`src/rtl/serial_adder_pkg.sv`:
```
// Shared types and helpers for the bit-serial adder.
// The FSM encoding is fixed so that state values stay stable across builds
// and can be matched against in waveforms.
package serial_adder_pkg;

  // Operation phases: wait for operands, add one bit per clock, present result.
  typedef enum logic [1:0] {
    StIdle = 2'd0,
    StRun  = 2'd1,
    StDone = 2'd2
  } state_e;

  // Majority of three inputs, i.e. the carry-out of a full adder.
  function automatic logic maj3(input logic x, input logic y, input logic z);
    return (x & y) | (x & z) | (y & z);
  endfunction

endpackage

```
`src/rtl/serial_adder_full_add_cell.sv`:
```
// Single-bit full adder used by the serial adder datapath.
// Purely combinational; the top level instances exactly one of these and
// recirculates its carry through a flop.
module serial_adder_full_add_cell
  import serial_adder_pkg::*;
(
  input  logic a_i,
  input  logic b_i,
  input  logic ci_i,
  output logic s_o,
  output logic co_o
);

  // Sum and carry of one bit position.
  always_comb begin
    s_o  = a_i ^ b_i ^ ci_i;
    co_o = maj3(a_i, b_i, ci_i);
  end

endmodule

```
`src/rtl/serial_adder.sv`:
```
// Bit-serial adder: (a + b + cin) computed LSB-first, one bit per clock,
// through a single full-adder cell and a carry flop.
//
// Operands arrive on an in_valid/in_ready handshake and are copied into shift
// registers, so the producer may change a/b/cin right after the accept. The
// result is presented on an out_valid/out_ready handshake and held on
// sum/cout (and ovf) until the next result is complete.
//
// Optional build macro:
//   SERIAL_ADDER_OVF_EN - adds the ovf output carrying two's-complement
//                         overflow of the addition, registered with cout.
module serial_adder
  import serial_adder_pkg::*;
#(
  parameter int unsigned WIDTH = 8
) (
  input  logic             clk,
  input  logic             rst_n,
  input  logic             in_valid,
  output logic             in_ready,
  input  logic [WIDTH-1:0] a,
  input  logic [WIDTH-1:0] b,
  input  logic             cin,
  output logic             out_valid,
  input  logic             out_ready,
  output logic [WIDTH-1:0] sum,
  output logic             cout
`ifdef SERIAL_ADDER_OVF_EN
  ,
  output logic             ovf
`endif
);

  // Counter must be able to index bit WIDTH-1; sized to WIDTH+1 so WIDTH=1 still
  // yields a legal one-bit counter.
  localparam int unsigned CntW = $clog2(WIDTH + 1);
  localparam logic [CntW-1:0] LastCnt = CntW'(WIDTH - 1);

  state_e state_q, state_d;

  logic [WIDTH-1:0] a_sh_q, a_sh_d;
  logic [WIDTH-1:0] b_sh_q, b_sh_d;
  logic [WIDTH-1:0] sum_sh_q, sum_sh_d;
  logic [CntW-1:0]  cnt_q, cnt_d;
  logic             c_q, c_d;

  // Result registers: separate from the working shift register so the visible
  // outputs only change when a full result is ready.
  logic [WIDTH-1:0] sum_q, sum_d;
  logic             cout_q, cout_d;
`ifdef SERIAL_ADDER_OVF_EN
  logic             ovf_q, ovf_d;
`endif

  logic             bit_s;
  logic             bit_co;
  logic [WIDTH-1:0] bit_s_msb;

  serial_adder_full_add_cell u_fa (
    .a_i  (a_sh_q[0]),
    .b_i  (b_sh_q[0]),
    .ci_i (c_q),
    .s_o  (bit_s),
    .co_o (bit_co)
  );

  // Place the current sum bit at the MSB so it can be OR-ed into a right shift;
  // avoids a zero-width slice when WIDTH is 1.
  always_comb begin
    bit_s_msb            = '0;
    bit_s_msb[WIDTH-1]   = bit_s;
  end

  // Next-state logic for the FSM and the serial datapath.
  always_comb begin
    state_d  = state_q;
    a_sh_d   = a_sh_q;
    b_sh_d   = b_sh_q;
    sum_sh_d = sum_sh_q;
    cnt_d    = cnt_q;
    c_d      = c_q;
    sum_d    = sum_q;
    cout_d   = cout_q;
`ifdef SERIAL_ADDER_OVF_EN
    ovf_d    = ovf_q;
`endif

    case (state_q)
      StIdle: begin
        if (in_valid) begin
          a_sh_d  = a;
          b_sh_d  = b;
          c_d     = cin;
          cnt_d   = '0;
          state_d = StRun;
        end
      end

      StRun: begin
        a_sh_d   = a_sh_q >> 1;
        b_sh_d   = b_sh_q >> 1;
        c_d      = bit_co;
        sum_sh_d = (sum_sh_q >> 1) | bit_s_msb;
        cnt_d    = cnt_q + CntW'(1);
        if (cnt_q == LastCnt) begin
          // Last bit: publish the completed word together with its carry-out.
          sum_d   = sum_sh_d;
          cout_d  = bit_co;
`ifdef SERIAL_ADDER_OVF_EN
          // c_q is the carry into the MSB on this final cycle.
          ovf_d   = c_q ^ bit_co;
`endif
          state_d = StDone;
        end
      end

      StDone: begin
        if (out_ready) begin
          state_d = StIdle;
        end
      end

      default: begin
        state_d = StIdle;
      end
    endcase
  end

  // Handshake outputs decoded directly from the state; DONE never re-accepts.
  always_comb begin
    in_ready  = (state_q == StIdle);
    out_valid = (state_q == StDone);
  end

  assign sum  = sum_q;
  assign cout = cout_q;
`ifdef SERIAL_ADDER_OVF_EN
  assign ovf  = ovf_q;
`endif

  // State, datapath and result registers; reset aborts any operation in flight.
  always_ff @(posedge clk or negedge rst_n) begin
    if (!rst_n) begin
      state_q  <= StIdle;
      a_sh_q   <= '0;
      b_sh_q   <= '0;
      sum_sh_q <= '0;
      cnt_q    <= '0;
      c_q      <= 1'b0;
      sum_q    <= '0;
      cout_q   <= 1'b0;
    end else begin
      state_q  <= state_d;
      a_sh_q   <= a_sh_d;
      b_sh_q   <= b_sh_d;
      sum_sh_q <= sum_sh_d;
      cnt_q    <= cnt_d;
      c_q      <= c_d;
      sum_q    <= sum_d;
      cout_q   <= cout_d;
    end
  end

`ifdef SERIAL_ADDER_OVF_EN
  // Overflow flag register, updated and held alongside cout.
  always_ff @(posedge clk or negedge rst_n) begin
    if (!rst_n) begin
      ovf_q <= 1'b0;
    end else begin
      ovf_q <= ovf_d;
    end
  end
`endif

endmodule

```
`config.mk`:
```
export PLATFORM = sky130hd
export DESIGN_NAME = serial_adder
export DESIGN_NICKNAME = d
export VERILOG_FILES = /design/src/rtl/serial_adder_pkg.sv /design/src/rtl/serial_adder_full_add_cell.sv /design/src/rtl/serial_adder.sv
export SDC_FILE = /design/constraint.sdc
export NUM_CORES = 1
export LEC_CHECK = 0
export BUFFER_PORTS_ARGS = -buffer_cell sky130_fd_sc_hd__buf_2
export CAP_MARGIN = 20
export CORE_MARGIN = 2
export CORE_UTILIZATION = 55
export CTS_BUF_LIST = sky130_fd_sc_hd__clkbuf_4 sky130_fd_sc_hd__clkbuf_8
export CTS_CLUSTER_DIAMETER = 80
export DETAILED_ROUTE_END_ITERATION = 12
export MAX_ROUTING_LAYER = met4
export PLACE_DENSITY = 0.79
export SYNTH_ARGS = -nofsm -noshare
export SYNTH_HDL_FRONTEND = slang
export SYNTH_HIERARCHICAL = 1
export SYNTH_SLANG_ARGS = --single-unit
```
`constraint.sdc`:
```
create_clock -name clk -period 3.1 [get_ports clk]
set_input_delay 0.155 -clock clk [delete_from_list [all_inputs] [get_ports clk]]
set_output_delay 0.155 -clock clk [all_outputs]
set_load 0.02 [all_outputs]
```
Word-level counts from Yosys, hierarchy flattened
Index checks and enable logic that the tools add are counted.
{"block": "totals", "mem_count": 0, "register_bits": 40, "latchBits": 0, "out_inout_bits": 11, "word_cells": 40, "ram_bits": 0, "inputBits": 21, "mem_bits_ro": 0}
{"block": "op_classes", "magnitude_cmp": 0, "n_eq_ne": 6, "n_div": 0, "mul": 0, "shift": 0, "bitwise": 8, "reduce_logical": 5, "add_sub_neg": 1, "mux": 12}
{"operator": "$pmux 8 s2", "n": 2}
{"operator": "$mux 8", "n": 2}
{"operator": "$or 7x8->8", "n": 1}
{"operator": "$pmux 4 s2", "n": 1}
{"operator": "$mux 2", "n": 3}
{"operator": "$pmux 2 s3", "n": 1}
{"operator": "$add 4x1->4 const B", "n": 1}
{"operator": "$eq 4x3->1 const B", "n": 1}
{"operator": "$mux 4", "n": 1}
{"operator": "$ne 2x2->1 const B", "n": 2}
{"operator": "$reduce_and 2->1", "n": 2}
{"operator": "$and 1x1->1", "n": 3}
{"operator": "$reduce_and 3->1", "n": 1}
{"operator": "$eq 2x1->1 const B", "n": 1}
{"operator": "$eq 2x2->1 const B", "n": 1}
{"operator": "$logic_not 2->1", "n": 1}
{"operator": "$ne 2x1->1 const B", "n": 1}
{"operator": "$or 1x1->1", "n": 2}
{"operator": "$pmux 1 s2", "n": 1}
{"operator": "$reduce_bool 2->1", "n": 1}
{"operator": "$xor 1x1->1", "n": 2}
{"operator": "$mux 1", "n": 1}

Depth between registers and ports, before layout
{"block": "depth", "ltp_word": 4, "mapped_depth": 5, "ltp_nobuf": 4}

By module
The synthesis kept the hierarchy.
{"mod": "serial_adder", "area_per_inst_um2": 1754.2, "n_inst": 1, "seq_area_each_um2": 975.9, "cells_per_inst": 170}
{"mod": "serial_adder_full_add_cell", "area_per_inst_um2": 20.0, "n_inst": 1, "seq_area_each_um2": 0.0, "cells_per_inst": 1}

Least setup slack after synthesis
OpenSTA, ideal clock, no wires.
{"block": "synth_path", "path_kind": "reg-to-reg", "startpoint": "register state_q[1]", "endpoint": "register cout_q (netlist: cout)", "period_less_slack_ps": 1521, "path_stages_with_launch": 5, "t_arrival_ps": 1397, "setup_time_ps": 125, "required_ps": 2975, "path_slack_ps": 1579, "path_buffers": 1, "cell_sequence": "dfrtp_1 -> nand2b_1 -> buf_6 -> nor3_4 -> mux2_2"}
{"block": "synth_via", "elab_chain_cells": 2}
{"element": "start, declared", "line": "serial_adder.sv:39", "source": "state_e state_q, state_d;"}
{"element": "start signal, assigned", "line": "serial_adder.sv:144", "source": "state_q <= StIdle;"}
{"element": "start signal, assigned", "line": "serial_adder.sv:153", "source": "state_q <= state_d;"}
{"element": "$eq 2x1->1", "line": "serial_adder.sv:88", "source": "case (state_q)"}
{"element": "$reduce_and 2->1 (no source line)"}
{"element": "end signal, assigned", "line": "serial_adder.sv:160", "source": "cout_q <= cout_d;"}
{"element": "end, declared", "line": "serial_adder.sv:50", "source": "logic cout_q, cout_d;"}
Every way passes these cells.
A chain may end at the register's enable or synchronous reset.

Worst setup path after layout
{"block": "layout_path", "startpoint": "register state_q[0]", "endpoint": "register sum_q[4] (netlist: sum[4])"}
{"block": "layout_via", "elab_chain_cells": 2}
{"element": "$eq 2x1->1", "line": "serial_adder.sv:88"}
{"element": "$reduce_and 2->1 (no source line)"}
{"element": "end signal, assigned", "line": "serial_adder.sv:159", "source": "sum_q <= sum_d;"}
{"element": "end, declared", "line": "serial_adder.sv:49", "source": "logic [WIDTH-1:0] sum_q, sum_d;"}
Every way passes these cells.

==> results.json <==
{
  "clock_sinks": 39,
  "fin_nets": 225,
  "timing.fmax_mhz": 453,
  "die_h_um": 60.8,
  "diodes": 0,
  "grt_pass1_wl_mm": 5.71,
  "antenna_found_initial": 0,
  "cts_made_buffers": 5,
  "final.period_utilization_pct": 71.2,
  "syn2layout_area_growth_pct": 15.4,
  "synth_nets": 194,
  "cts_root_buf": "clkbuf_4",
  "grt_start_max_net_pins": 40,
  "path_clk_slew_ps": 120,
  "synth_area_leaders": "dfrtp_1, nor2b_1, a22oi_1",
  "drc": 0,
  "synth_area_per_cell_um2": 10.4,
  "post_cts_buffers": 0,
  "initial_core_util_pct": 58.1,
  "io_pins": 32,
  "synth_top_cell_by_area": "dfrtp_1",
  "setup_viol": 0,
  "fp-row-count": 20,
  "routed_wl_mm": 3.43,
  "async_reset_ff_share_pct": 100,
  "routabilityCongestion": 0.766,
  "top_usage_layer": "met2",
  "slew_viol_final": 0,
  "start_kind": "flop",
  "cp_data_required_time_ps": 3340,
  "tightest_slew_ps": 828,
  "hold_viol": 0,
  "n_fill_cell": 272,
  "relSlewSlack_pct": 44.8,
  "synth-seq-cells": 39,
  "synth_warnings": 6,
  "worst-path-max-fanout": 25,
  "first_iter_violations": 73,
  "tns_ps": 0,
  "avgRoutedWirePerCell_um": 13.9,
  "yosysTopAreaCellShare_pct": 55.0,
  "met2_usage_pct": 36.3,
  "vias": 1373,
  "endpoint_kind": "flop",
  "synth_seq_area_share_pct": 55.0,
  "dieWidth_um": 60.8,
  "drive_gt1_share_pct": 25.6,
  "netlist_area_um2": 1770,
  "ant_nets": 0,
  "fin_crit_ps": 2210,
  "regToRegStartpoint": "state_q[0]$_DFFE_PN0P_",
  "path_class": "reg2reg",
  "p_leak_nw": 0.981,
  "ir_worst_vdd_v": 0.000409,
  "use_met3_pct": 6.40,
  "synth.distinct_cells": 21,
  "arrival_ps": 2450,
  "run_status": "completed",
  "netlist_instances": 171,
  "clock_path_buffers": 2,
  "power_density_nw_per_um2": 919,
  "cts_tree": "built",
  "dieArea_um2": 3700,
  "grt_remaining_overflow": 0,
  "htree_num_levels": 2,
  "insertion_delay_ps": 340,
  "synth_edf_count": 0,
  "grt_pass1_vias": 1331,
  "groute.layer.met1.usage_pct": 25.0,
  "synth_flop_cell": "dfrtp_1",
  "fin_util_pct": 67.0,
  "gr-usage-all-layers_pct": 21.8,
  "design.core.area_um2": 3050,
  "finalClockSkew_ps": 8.08,
  "rsz0062_at_grt": "no",
  "worstSetupStartpoint": "state_q[0]$_DFFE_PN0P_",
  "io_buffers": 31,
  "min_from": "out_ready",
  "max_cap_viol_count": 0,
  "via_per_inst": 5.56,
  "min_path_type": "in2reg",
  "hpwl_mm": 2.34,
  "firstDrtPassIters": 5
}
## routing by layer
layer	routed length (µm)	part of all wire, %
met3	139	4.1
met5	0	0
met4	34	0.99
met2	1750	51
met1	1510	44
## cells in the mapped netlist, types with 2 or more instances
cell type  instances
dfrtp_1           39
a22oi_1           15
nor2_1             3
a21oi_1           18
mux2_2            10
a22o_1             2
nand3_1            2
nand2_1           26
o21ai_0           18
buf_2              3
nor2b_1           20
clkbuf_1           6
## final cells by class
class                   instances  area [µm²]  area share (%)
clock inverters                 2        35.0            1.71
flip-flops and latches         39         976            47.7
clock buffers                   6        51.3            2.51
inverters                       1        3.75           0.183
multi-input cells             121         746            36.4
repair buffers                 34         180            8.80
well taps                      44        55.1            2.69
## worst paths after layout
path / end / cells after the start / slack, ps
hold reg to reg: sum_sh_q[1]$_DFFE_PN0P_ / 2 / 510
min in group asynchronous: sum[1]$_DFFE_PN0P_ / 2 / 430
max in group asynchronous: a_sh_q[6]$_DFFE_PN0P_ / 2 / 2140
setup / recovery: sum[4]$_DFFE_PN0P_ / 3 / 890
setup reg to reg: sum[4]$_DFFE_PN0P_ / 3 / 890
hold / removal: state_q[1]$_DFFE_PN0P_ / 3 / 80
## critical path, cell delays in order, from the launching register on
cell and delay, ps:
dfrtp_1 800, nand2b_1 390, nor3_4 520, mux2_2 390
## power by group
| part | switching, mW | internal, mW |
|---|---|---|
| Clock | 0.165 | 0.191 |
| Combinational | 0.338 | 0.289 |
| Sequential | 0.188 | 0.710 |
## layout by cell type (no fill, tap or decap), types with 2 or more instances in the layout
master | synthesis | final
a22o_1 | 2 | 2
clkbuf_4 | 0 | 5
nand2_1 | 26 | 26
o21ai_0 | 18 | 18
nor2b_1 | 20 | 20
dfrtp_1 | 39 | 39
mux2_2 | 10 | 10
nand3_1 | 2 | 2
nor2_1 | 3 | 3
a22oi_1 | 15 | 15
a21oi_1 | 18 | 18
buf_2 | 3 | 31
buf_4 | 0 | 2
## state kept, by name, indices dropped and copies added, names as in the netlist
register,cells
c_q,1
sum,8
a_sh_q,8
cnt_q,4
sum_sh_q,7
b_sh_q,8
state_q,2
cout,1
## through the flow
step	instances	hold slack (ps)	total power [mW]	worst slack, ps	cell area, µm²
6_report	247	77.2	1.88	891	2050
5_1_grt	247	59.6	2.02	690	2050
3_5_place_dp	238	304	1.54	903	1950
3_3_place_gp	238	292	1.50	997	1950
2_1_floorplan	171	-141	1.35	1580	1770
4_1_cts	247	60.8	1.90	883	2050
## logic make-up after synthesis
group / after synthesis / synth area share (%)
AO/OA/AOI/OAI: 56 / 18.8
AND/OR/NAND/NOR: 53 / 15.0
flip-flops: 39 / 55.0
buffers and inverters: 11 / 2.96
multiplexers: 10 / 6.35
adder cells (fa/ha/maj): 2 / 1.83
## timing repair
item | in CTS | in global routing
setup endpoints to repair | 0 | 0
hold endpoints to repair | 39 | 0
gates resized for setup | 0 | 0
hold buffers | 1 | 0
Note: power is estimated with default switching activity, not from simulation.
